`config.mk`:
```
export PLATFORM = sky130hd
export DESIGN_NAME = z80fi_insn_capture
export DESIGN_NICKNAME = d
export VERILOG_FILES = /design/src/rtl/z80fi_insn_capture_pkg.sv /design/src/rtl/z80fi_capture_slot.sv /design/src/rtl/z80fi_insn_capture.sv
export SDC_FILE = /design/constraint.sdc
export NUM_CORES = 1
export LEC_CHECK = 0
export CAP_MARGIN = 20
export CORE_ASPECT_RATIO = 1.25
export CORE_UTILIZATION = 50
export DETAILED_ROUTE_END_ITERATION = 10
export DONT_BUFFER_PORTS = 1
export GPL_ROUTABILITY_DRIVEN = 0
export PLACE_DENSITY = 0.68
export SETUP_SLACK_MARGIN = 0.02
export SLEW_MARGIN = 30
export SYNTH_ARGS = -nofsm -noshare
export SYNTH_HDL_FRONTEND = slang
export SYNTH_SLANG_ARGS = --single-unit
```
`constraint.sdc`:
```
create_clock -name clk -period 1.67 [get_ports clk]
set_input_delay 0.334 -clock clk [delete_from_list [all_inputs] [get_ports clk]]
set_output_delay 0.334 -clock clk [all_outputs]
set_load 0.03 [all_outputs]
```
`src/rtl/z80fi_insn_capture_pkg.sv`:
```
// rtl/z80fi_insn_capture_pkg.sv - shared types and helpers for the Z80FI instruction capture block
package z80fi_insn_capture_pkg;

  // Width of a Z80 register selector.
  localparam int REG_W        = 4;
  localparam int INSN_MAX_LEN = 4;

  typedef enum logic {
    ST_IDLE    = 1'b0,
    ST_COLLECT = 1'b1
  } capture_state_t;

  function automatic logic [31:0] insn_put_byte(input logic [31:0] insn,
                                                input logic [1:0]  pos,
                                                input logic [7:0]  b);
    logic [31:0] r;
    r = insn;
    r[8*pos +: 8] = b;
    return r;
  endfunction

endpackage

```
`src/rtl/z80fi_capture_slot.sv`:
```
// rtl/z80fi_capture_slot.sv - two-entry fill-in-order slot for register and memory reads
// cur_* shows the slot including this cycle's push so a same-cycle retirement sees it.
module z80fi_capture_slot
  import z80fi_insn_capture_pkg::*;
#(
  parameter int KEY_W = 16,
  parameter int VAL_W = 16
) (
  input  logic             clk,
  input  logic             reset,
  input  logic             clear,
  input  logic             push,
  input  logic [KEY_W-1:0] push_key,
  input  logic [VAL_W-1:0] push_val,
  output logic [1:0]       cur_vld,
  output logic [KEY_W-1:0] cur_key0,
  output logic [KEY_W-1:0] cur_key1,
  output logic [VAL_W-1:0] cur_val0,
  output logic [VAL_W-1:0] cur_val1,
  output logic             overflow
);

  logic [1:0]       vld_q;
  logic [KEY_W-1:0] key0_q, key1_q;
  logic [VAL_W-1:0] val0_q, val1_q;

  always_comb begin
    cur_vld  = vld_q;
    cur_key0 = key0_q;
    cur_key1 = key1_q;
    cur_val0 = val0_q;
    cur_val1 = val1_q;
    overflow = 1'b0;
    if (push) begin
      if (!vld_q[0]) begin
        cur_vld[0] = 1'b1;
        cur_key0   = push_key;
        cur_val0   = push_val;
      end else if (!vld_q[1]) begin
        cur_vld[1] = 1'b1;
        cur_key1   = push_key;
        cur_val1   = push_val;
      end else begin
        overflow = 1'b1;
      end
    end
  end

  always_ff @(posedge clk) begin
    if (reset || clear) begin
      vld_q  <= '0;
      key0_q <= '0;
      key1_q <= '0;
      val0_q <= '0;
      val1_q <= '0;
    end else begin
      vld_q  <= cur_vld;
      key0_q <= cur_key0;
      key1_q <= cur_key1;
      val0_q <= cur_val0;
      val1_q <= cur_val1;
    end
  end

endmodule

```
`src/rtl/z80fi_insn_capture.sv`:
```
// rtl/z80fi_insn_capture.sv - gathers Z80 trace events into one registered Z80FI record per retirement
// Optional Z80FI_CAPTURE_ORDER_EN adds the z80fi_order retirement sequence output.
module z80fi_insn_capture
  import z80fi_insn_capture_pkg::*;
#(
  parameter int CHECK_INDEX = 4,
  parameter int CNT_W       = 8
) (
  input  logic             clk,
  input  logic             reset,
  input  logic             ev_fetch,
  input  logic [15:0]      ev_fetch_addr,
  input  logic [7:0]       ev_fetch_data,
  input  logic             ev_rrd,
  input  logic [REG_W-1:0] ev_rrd_num,
  input  logic [15:0]      ev_rrd_data,
  input  logic             ev_rwr,
  input  logic [REG_W-1:0] ev_rwr_num,
  input  logic [15:0]      ev_rwr_data,
  input  logic             ev_mrd,
  input  logic             ev_mwr,
  input  logic [15:0]      ev_maddr,
  input  logic [7:0]       ev_mrdata,
  input  logic [7:0]       ev_mwdata,
  input  logic             ev_done,
  input  logic [15:0]      ev_next_pc,
  output logic             z80fi_valid,
`ifdef Z80FI_CAPTURE_ORDER_EN
  output logic [63:0]      z80fi_order,
`endif
  output logic [31:0]      z80fi_insn,
  output logic [2:0]       z80fi_insn_len,
  output logic [15:0]      z80fi_pc_rdata,
  output logic [15:0]      z80fi_pc_wdata,
  output logic             z80fi_reg1_rd,
  output logic [REG_W-1:0] z80fi_reg1_rnum,
  output logic [15:0]      z80fi_reg1_rdata,
  output logic             z80fi_reg2_rd,
  output logic [REG_W-1:0] z80fi_reg2_rnum,
  output logic [15:0]      z80fi_reg2_rdata,
  output logic             z80fi_reg_wr,
  output logic [REG_W-1:0] z80fi_reg_wnum,
  output logic [15:0]      z80fi_reg_wdata,
  output logic             z80fi_mem_rd,
  output logic [15:0]      z80fi_mem_addr,
  output logic [7:0]       z80fi_mem_rdata,
  output logic             z80fi_mem_rd2,
  output logic [15:0]      z80fi_mem_addr2,
  output logic [7:0]       z80fi_mem_rdata2,
  output logic             z80fi_mem_wr,
  output logic [7:0]       z80fi_mem_wdata,
  output logic             check,
  output logic             capture_err
);

  capture_state_t state_q, state_d;

  logic [31:0]      insn_q, insn_d;
  logic [2:0]       len_q, len_d;
  logic [15:0]      pc_q;
  logic             rwr_q, cur_rwr;
  logic [REG_W-1:0] wnum_q, cur_wnum;
  logic [15:0]      wdata_q, cur_wdata;
  logic             mwr_q, cur_mwr;
  logic [15:0]      mwaddr_q, cur_mwaddr;
  logic [7:0]       mwdata_q, cur_mwdata;
  logic             open_rec, emit, err_set, slot_clear;
  logic [CNT_W-1:0] ret_cnt;
`ifdef Z80FI_CAPTURE_ORDER_EN
  logic [63:0]      order_q;
`endif

  logic             r_push, r_ovf;
  logic [1:0]       r_vld;
  logic [REG_W-1:0] r_key0, r_key1;
  logic [15:0]      r_val0, r_val1;
  logic             m_push, m_ovf;
  logic [1:0]       m_vld;
  logic [15:0]      m_key0, m_key1;
  logic [7:0]       m_val0, m_val1;

  assign slot_clear = open_rec | emit;

  z80fi_capture_slot #(.KEY_W(REG_W), .VAL_W(16)) u_rrd_slot (
    .clk(clk), .reset(reset), .clear(slot_clear), .push(r_push),
    .push_key(ev_rrd_num), .push_val(ev_rrd_data),
    .cur_vld(r_vld), .cur_key0(r_key0), .cur_key1(r_key1),
    .cur_val0(r_val0), .cur_val1(r_val1), .overflow(r_ovf)
  );

  z80fi_capture_slot #(.KEY_W(16), .VAL_W(8)) u_mrd_slot (
    .clk(clk), .reset(reset), .clear(slot_clear), .push(m_push),
    .push_key(ev_maddr), .push_val(ev_mrdata),
    .cur_vld(m_vld), .cur_key0(m_key0), .cur_key1(m_key1),
    .cur_val0(m_val0), .cur_val1(m_val1), .overflow(m_ovf)
  );

  always_ff @(posedge clk) begin
    if (reset) state_q <= ST_IDLE;
    else       state_q <= state_d;
  end

  always_comb begin
    state_d    = state_q;
    open_rec   = 1'b0;
    emit       = 1'b0;
    err_set    = 1'b0;
    r_push     = 1'b0;
    m_push     = 1'b0;
    insn_d     = insn_q;
    len_d      = len_q;
    cur_rwr    = rwr_q;
    cur_wnum   = wnum_q;
    cur_wdata  = wdata_q;
    cur_mwr    = mwr_q;
    cur_mwaddr = mwaddr_q;
    cur_mwdata = mwdata_q;
    case (state_q)
      ST_IDLE: begin
        if (ev_rrd || ev_rwr || ev_mrd || ev_mwr || ev_done) err_set = 1'b1;
        if (ev_fetch) begin
          open_rec = 1'b1;
          state_d  = ST_COLLECT;
        end
      end
      ST_COLLECT: begin
        r_push = ev_rrd;
        m_push = ev_mrd;
        if (r_ovf || m_ovf) err_set = 1'b1;
        if (ev_rwr) begin
          if (rwr_q) err_set = 1'b1;
          cur_rwr   = 1'b1;
          cur_wnum  = ev_rwr_num;
          cur_wdata = ev_rwr_data;
        end
        if (ev_mwr) begin
          // A read-modify-write must touch a single address.
          if (m_vld[0] && (m_key0 != ev_maddr)) err_set = 1'b1;
          cur_mwr    = 1'b1;
          cur_mwaddr = ev_maddr;
          cur_mwdata = ev_mwdata;
        end
        if (ev_done) begin
          emit = 1'b1;
          if (ev_fetch) open_rec = 1'b1;
          else          state_d  = ST_IDLE;
        end else if (ev_fetch) begin
          if (len_q == 3'(INSN_MAX_LEN)) begin
            err_set = 1'b1;
          end else begin
            insn_d = insn_put_byte(insn_q, len_q[1:0], ev_fetch_data);
            len_d  = len_q + 3'd1;
          end
        end
      end
      default: state_d = ST_IDLE;
    endcase
  end

  always_ff @(posedge clk) begin
    if (reset) begin
      insn_q   <= '0;
      len_q    <= '0;
      pc_q     <= '0;
      rwr_q    <= 1'b0;
      wnum_q   <= '0;
      wdata_q  <= '0;
      mwr_q    <= 1'b0;
      mwaddr_q <= '0;
      mwdata_q <= '0;
    end else if (open_rec) begin
      insn_q <= {24'b0, ev_fetch_data};
      len_q  <= 3'd1;
      pc_q   <= ev_fetch_addr;
      rwr_q  <= 1'b0;
      mwr_q  <= 1'b0;
    end else if (emit) begin
      insn_q <= '0;
      len_q  <= '0;
      rwr_q  <= 1'b0;
      mwr_q  <= 1'b0;
    end else begin
      insn_q   <= insn_d;
      len_q    <= len_d;
      rwr_q    <= cur_rwr;
      wnum_q   <= cur_wnum;
      wdata_q  <= cur_wdata;
      mwr_q    <= cur_mwr;
      mwaddr_q <= cur_mwaddr;
      mwdata_q <= cur_mwdata;
    end
  end

  always_ff @(posedge clk) begin
    if (reset) begin
      z80fi_valid      <= 1'b0;
      check            <= 1'b0;
      capture_err      <= 1'b0;
      ret_cnt          <= '0;
`ifdef Z80FI_CAPTURE_ORDER_EN
      order_q          <= '0;
      z80fi_order      <= '0;
`endif
      z80fi_insn       <= '0;
      z80fi_insn_len   <= '0;
      z80fi_pc_rdata   <= '0;
      z80fi_pc_wdata   <= '0;
      z80fi_reg1_rd    <= 1'b0;
      z80fi_reg1_rnum  <= '0;
      z80fi_reg1_rdata <= '0;
      z80fi_reg2_rd    <= 1'b0;
      z80fi_reg2_rnum  <= '0;
      z80fi_reg2_rdata <= '0;
      z80fi_reg_wr     <= 1'b0;
      z80fi_reg_wnum   <= '0;
      z80fi_reg_wdata  <= '0;
      z80fi_mem_rd     <= 1'b0;
      z80fi_mem_addr   <= '0;
      z80fi_mem_rdata  <= '0;
      z80fi_mem_rd2    <= 1'b0;
      z80fi_mem_addr2  <= '0;
      z80fi_mem_rdata2 <= '0;
      z80fi_mem_wr     <= 1'b0;
      z80fi_mem_wdata  <= '0;
    end else begin
      z80fi_valid <= emit;
      check       <= emit && (ret_cnt == CNT_W'(CHECK_INDEX));
      capture_err <= capture_err | err_set;
      if (emit) begin
        if (ret_cnt != '1) ret_cnt <= ret_cnt + 1'b1;
`ifdef Z80FI_CAPTURE_ORDER_EN
        order_q     <= order_q + 64'd1;
        z80fi_order <= order_q;
`endif
        z80fi_insn       <= insn_q;
        z80fi_insn_len   <= len_q;
        z80fi_pc_rdata   <= pc_q;
        z80fi_pc_wdata   <= ev_next_pc;
        z80fi_reg1_rd    <= r_vld[0];
        z80fi_reg1_rnum  <= r_key0;
        z80fi_reg1_rdata <= r_val0;
        z80fi_reg2_rd    <= r_vld[1];
        z80fi_reg2_rnum  <= r_key1;
        z80fi_reg2_rdata <= r_val1;
        z80fi_reg_wr     <= cur_rwr;
        z80fi_reg_wnum   <= cur_wnum;
        z80fi_reg_wdata  <= cur_wdata;
        z80fi_mem_rd     <= m_vld[0];
        z80fi_mem_addr   <= cur_mwr ? cur_mwaddr : m_key0;
        z80fi_mem_rdata  <= m_val0;
        z80fi_mem_rd2    <= m_vld[1];
        z80fi_mem_addr2  <= m_key1;
        z80fi_mem_rdata2 <= m_val1;
        z80fi_mem_wr     <= cur_mwr;
        z80fi_mem_wdata  <= cur_mwdata;
      end
    end
  end

endmodule
```
=== Word level (Yosys, flattened, before mapping) ===
Index checks and enable logic that the tools add are counted.

* Logic and storage cells: 155
* Bits of input ports: 120
* Register bits: 390
* Output and inout bits: 192

* Reductions and logical operators: 15
* $add $sub $neg: 3
* Eq/ne operators: 6
* Bitwise logic cells: 7
* Shift operators: 2
* Muxes and demuxes: 75

{| class="wikitable"
|+ Operators by type and width
! cell !! number
|-
| 16-bit 2-to-1 mux || 15
|-
| 8-bit 2-to-1 mux || 13
|-
| 1-bit 2-to-1 mux || 34
|-
| 5-bit negation with 34-bit output || 1
|-
| 8-bit by 34-bit variable shift with 32-bit output (first input constant) || 1
|-
| 8-bit by 34-bit indexed part select with 32-bit output || 1
|-
| 32-bit bitwise mux || 1
|-
| 4-bit 2-to-1 mux || 7
|-
| 16-bit != test || 1
|-
| 8-bit by 1-bit adder with 8-bit output (second input constant) || 1
|-
| 8-bit by 3-bit == test with 1-bit output (second input constant) || 1
|-
| 8-bit != test (second input constant) || 1
|-
| 4-bit AND reduction || 2
|-
| 1-bit logical OR || 6
|-
| 1-bit case mux with 2 select lines || 3
|-
| 3-bit nonzero test || 2
|-
| 1-bit inverter || 5
|-
| 2-bit 2-to-1 mux || 2
|-
| 2-bit AND reduction || 2
|-
| 3-bit by 1-bit adder with 3-bit output (second input constant) || 1
|-
| 3-bit == test (second input constant) || 1
|-
| 3-bit by 1-bit != test with 1-bit output (second input constant) || 1
|-
| 3-bit != test (second input constant) || 1
|-
| 3-bit OR reduction || 1
|-
| other kinds (2) || 4
|}

=== Depth between registers and ports, before layout ===
* Depth after elaboration: 14
* Gate-level depth with buffers: 9
* Depth with buffers taken out: 6

=== Modules after synthesis ===
A second synthesis with hierarchy kept.

* Cell total of the unflattened synthesis: 1754
* Area total of the unflattened synthesis: 15344.7 um2

{| class="wikitable"
|+ By module, submodules not included
! module !! seq. area each (um2) !! instances !! area each (um2) !! cells an instance
|-
| z80fi_insn_capture || 5965.7 || 1 || 11518.5 || 1452
|-
| z80fi_capture_slot (u_mrd_slot) || 1001.0 || 1 || 2044.5 || 164
|-
| z80fi_capture_slot (u_rrd_slot) || 840.8 || 1 || 1781.7 || 138
|}

=== Worst setup path before layout ===
OpenSTA, ideal clock, no wires.

* Path type: register -> register
* From: register len_q[0]
* To: register insn_q[31]
* Setup time: 70 ps
* Cell stages (with the launch flop): 6
* Data required time: 1600 ps
* Arrival time: 1710 ps
* Period minus slack after synthesis: 1780 ps
* Slack: -110 ps
* Cells stage by stage: dfxtp_1 inv_1 ha_1 nor3_1 nand4_1 a21oi_1

* Cells in the longest elaborated chain, start to end: 3
* Elaborated cells on any way between the ends: 7

{| class="wikitable"
|+ RTL lines
! what !! RTL line !! source
|-
| start: declaration || z80fi_insn_capture.sv:59 || <nowiki>logic [2:0] len_q, len_d;</nowiki>
|-
| start signal: assignment || z80fi_insn_capture.sv:184 || <nowiki>len_q <= len_d;</nowiki>
|-
| 5-bit negation with 34-bit output / 3-bit == test (equally long branches) || z80fi_insn_capture_pkg.sv:18, z80fi_insn_capture.sv:148 ||
|-
| 8-bit by 34-bit indexed part select with 32-bit output (tied with other cells) || z80fi_insn_capture_pkg.sv:18 || <nowiki>r[8*pos +: 8] = b;</nowiki>
|-
| 32-bit bitwise mux / 4-bit AND reduction (equally long branches) || -- ||
|-
| end signal: assignment || z80fi_insn_capture.sv:172 || <nowiki>insn_q <= {24'b0, ev_fetch_data};</nowiki>
|-
| end signal: assignment || z80fi_insn_capture.sv:183 || <nowiki>insn_q <= insn_d;</nowiki>
|-
| end: declaration || z80fi_insn_capture.sv:58 || <nowiki>logic [31:0] insn_q, insn_d;</nowiki>
|}

Parallel ways exist; a longest one is shown, timed or not.
A chain may end at the register's enable or synchronous reset.

=== Final worst setup path ===
* From: register len_q[1]
* To: register insn_q[21]

The elaborated chain is that of the path after synthesis.

==> out/metrics.yaml <==
synth:
  async_flop_share_pct: 0
  yosys_warnings: 0
  synthMuxAreaShare_pct: 5.01
  synth-simple-area-share_pct: 19.7
  synth_area_um2: 14800
  synth_nets: 1834
  synthAdderAreaFrac_pct: 0.677
  synth_edf_count: 0
  yosysUniqueCellTypes: 50
  synth.avg_cell_area_um2: 8.67
  synth_xor_area_share_pct: 1.42
  synth_cells: 1706
  synth_top_family_by_area: "simple AND/OR/NAND/NOR gates"
  synth-compound-area-share_pct: 15.1
  ys_ff_latch: 390
  synth_ff_type: "dfxtp_1"
  synth-seq-area-share_pct: 52.8
cts:
  cts_tree: "yes"
  cts_buffers: 39
  cts_buffer_depth: 3
  cts_max_level: 2
  hold_buffers: 59
  insertion_delay_ns: 0.54
  clk_pin_slew_ns: 0.07
  clock-root-buffer: "clkbuf_16"
  clkSinkCount: 390
hold_path:
  hp-class: "input port to flip-flop"
  holdCritStartpoint: "reset"
floorplan:
  num_rows: 70
  start_util_pct: 50.7
  dieArea_um2: 30300
  die_w_um: 156
  core_area_um2: 29200
  ioPinCount: 312
  die_h_um: 194
global_route:
  grt_pass1_wl_mm: 59.5
  antenna_found_initial: 0
  grt_max_degree: 272
  grtUsageTotal_pct: 24.2
  grt_pass1_vias: 11300
  gr-total-overflow: 0
setup_path:
  cp_max_fo: 8
  cp-startpoint: "len_q[1]"
  crit-reg2reg-launch: "len_q[1]"
  path_class: "flip-flop to flip-flop"
  cp-start-kind: "flip-flop"
  endpoint_kind: "flip-flop"
  cp.required_ns: 2.12
  arrival_ns: 2.03
timing:
  skew_ns: 0.0153
  slew_violations: 0
  setup_slack_ns: 0.0868
  fmax_mhz: 632
  fin_crit_sh_pct: 94.8
  rsz0062_at_grt: "true"
  min_period_ns: 1.58
  worst_slew_pin_slew_ns: 0.972
  relSlewSlack_pct: 35.2
  whs_ns: -0.128
  hold_viol_final: 159
  finalSetupViolations: 0
run_status:
  status: "complete, but fails checks"
  violations: "hold timing"
place:
  place_hpwl_mm: 23.3
  dp.cells: 2013
  place_ws_ns: -0.0166
  port_buffers: 0
final_layout:
  regArea_um2: 7810
  area_delta_synth_final_pct: 16.8
  multi_input_area_um2: 6320
  diodes: 0
  drive_gt1_share_pct: 8.65
  fillers: 2524
  nets: 1852
  final_cell_count_no_fill: 2141
  post-route-util_pct: 59.2
job:
  maxCapViolCount: 0
power:
  combPwrFrac_pct: 6.7
  p_leak_nw: 6.24
  powerDensity_nw_per_um2: 1150
  ir_drop_v: 0.000980
  p_int_mw: 15.0
  seq_power_share_pct: 51.0
  p_sw_mw: 4.90
  p_clk_share_pct: 42.4
  switching_share_pct: 24.6
  finalPower_mw: 19.9
routing:
  drc: 0
  wire_per_inst_um: 17.8
  ant_nets: 0
  wl_mm: 38.2
  drt_iter0_drc: 654
  drt_pass1_iterations: 5
  vias: 11900
  vias_per_cell: 5.57
[layout make-up]
cell class              count  share of cell area [%]
inverters                  23                   0.500
well taps                 396                    2.87
flip-flops and latches    390                    45.2
clock buffers              52                    6.52
clock inverters            10                   0.565
multi-input cells        1152                    36.6
repair buffers            118                    7.76
[worst max-delay path: stages, from the launching register on]
cell and delay (ns):
dfxtp_1 0.35, inv_2 0.06, ha_1 0.29, buf_4 0.13, nor3b_4 0.20, buf_6 0.15, nand4_1 0.11, a21oi_1 0.20
[cells by family after synthesis]
group                    Yosys count
AO/OA/AOI/OAI                    346
flip-flops                       390
XOR/XNOR                          24
AND/OR/NAND/NOR                  700
adder cells (fa/ha/maj)            8
buffers and inverters            164
multiplexers                      74
[per-stage QoR]
step | area [µm²] | TNS [ns]
global placement | 15200 | 0
floorplan | 14800 | 0
global route | 17300 | 0
detailed placement | 15200 | -0.0203
finish | 17300 | 0
CTS | 17100 | 0
[cell usage after synthesis (2+ instances only)]
master | n | share of area (%)
and3_1 | 2 | 0.085
a2111oi_4 | 2 | 0.37
o21ai_1 | 2 | 0.068
o2bb2ai_1 | 2 | 0.12
clkbuf_1 | 60 | 1.5
a31oi_1 | 3 | 0.13
o211ai_1 | 8 | 0.41
and4_1 | 2 | 0.12
buf_6 | 4 | 0.30
a211oi_1 | 80 | 4.1
mux2i_1 | 74 | 5.0
buf_1 | 4 | 0.10
and2_1 | 4 | 0.17
a21oi_1 | 182 | 6.2
buf_2 | 54 | 1.8
a221oi_1 | 15 | 0.89
dfxtp_1 | 390 | 53
nand4_1 | 28 | 1.2
xor2_1 | 2 | 0.12
nand4b_1 | 2 | 0.12
ha_1 | 8 | 0.68
buf_4 | 17 | 0.86
nor2_1 | 214 | 5.4
o31ai_1 | 15 | 0.76
nor4_1 | 3 | 0.13
nand3b_1 | 2 | 0.10
a311oi_1 | 30 | 1.8
nor3b_2 | 2 | 0.17
nand2_1 | 365 | 9.3
nand3_1 | 49 | 1.7
xnor2_1 | 22 | 1.3
nor3_1 | 19 | 0.64
inv_1 | 23 | 0.58
[power groups by stage]
| stage | registers (mW) | logic, mW | clock network (mW) |
|---|---|---|---|
| 5_1_grt | 10.2 | 1.46 | 8.99 |
| 3_3_place_gp | 10.4 | 1.05 | 0 |
| 4_1_cts | 10.2 | 1.26 | 8.63 |
| 3_5_place_dp | 10.4 | 1.08 | 0 |
| 6_report | 10.2 | 1.33 | 8.44 |
| 2_1_floorplan | 10.3 | 0.919 | 0 |
[flip-flops by register name, indices dropped and copies added (netlist names), 8 cells and up]
signal             flops
insn_q                32
z80fi_insn            32
mwaddr_q              16
pc_q                  16
u_mrd_slot.key0_q     16
u_mrd_slot.key1_q     16
u_rrd_slot.val0_q     16
u_rrd_slot.val1_q     16
wdata_q               16
z80fi_mem_addr2       16
z80fi_mem_addr        16
z80fi_pc_rdata        16
z80fi_pc_wdata        16
z80fi_reg1_rdata      16
z80fi_reg2_rdata      16
z80fi_reg_wdata       16
mwdata_q               8
ret_cnt                8
u_mrd_slot.val0_q      8
u_mrd_slot.val1_q      8
z80fi_mem_rdata2       8
z80fi_mem_rdata        8
z80fi_mem_wdata        8
[final timing paths]
kind,end,cells past startpoint,slack (ns)
max,insn_q[21],7,0.09
min,z80fi_pc_wdata[4],1,-0.13
max reg2reg,insn_q[21],7,0.09
min reg2reg,z80fi_insn[30],2,0.44
[cells in the final DEF, fill, tap and decap left out, types with 4 or more instances in the layout]
cell type      instances
a211oi_1              75
a211oi_2               5
a21oi_1              178
a21oi_2                4
a221oi_1              15
a311oi_1              30
buf_12                15
buf_4                 33
buf_6                  6
clkbuf_1               4
clkbuf_16             42
clkbuf_8               8
clkinv_2               5
dfxtp_1              388
dlygate4sd3_1         58
ha_1                   7
inv_1                 21
mux2i_1               74
nand2_1              362
nand3_1               49
nand4_1               28
nor2_1               214
nor3_1                18
o211ai_1               8
o31ai_1               15
xnor2_1               22
[routing by layer]
metal / share of wire (%) / vias up / GRT usage (%)
met5: 0 / - / 0.328
met4: 2.8 / 0 / 8.21
met3: 10 / 75 / 8.16
met2: 47 / 420 / 39.9
met1: 40 / 5587 / 29.1
li1: - / 5852 / -
[what timing repair did]
action | 4_1_cts | 5_1_grt
pin swaps | 0 | 9
endpoints found under the setup margin | 10 | 195
endpoints found under the hold margin | 384 | 268
gates resized for setup | 4 | 27
gates cloned | 0 | 3
buffers inserted | 0 | 5
(Power assumes the default switching activity.)
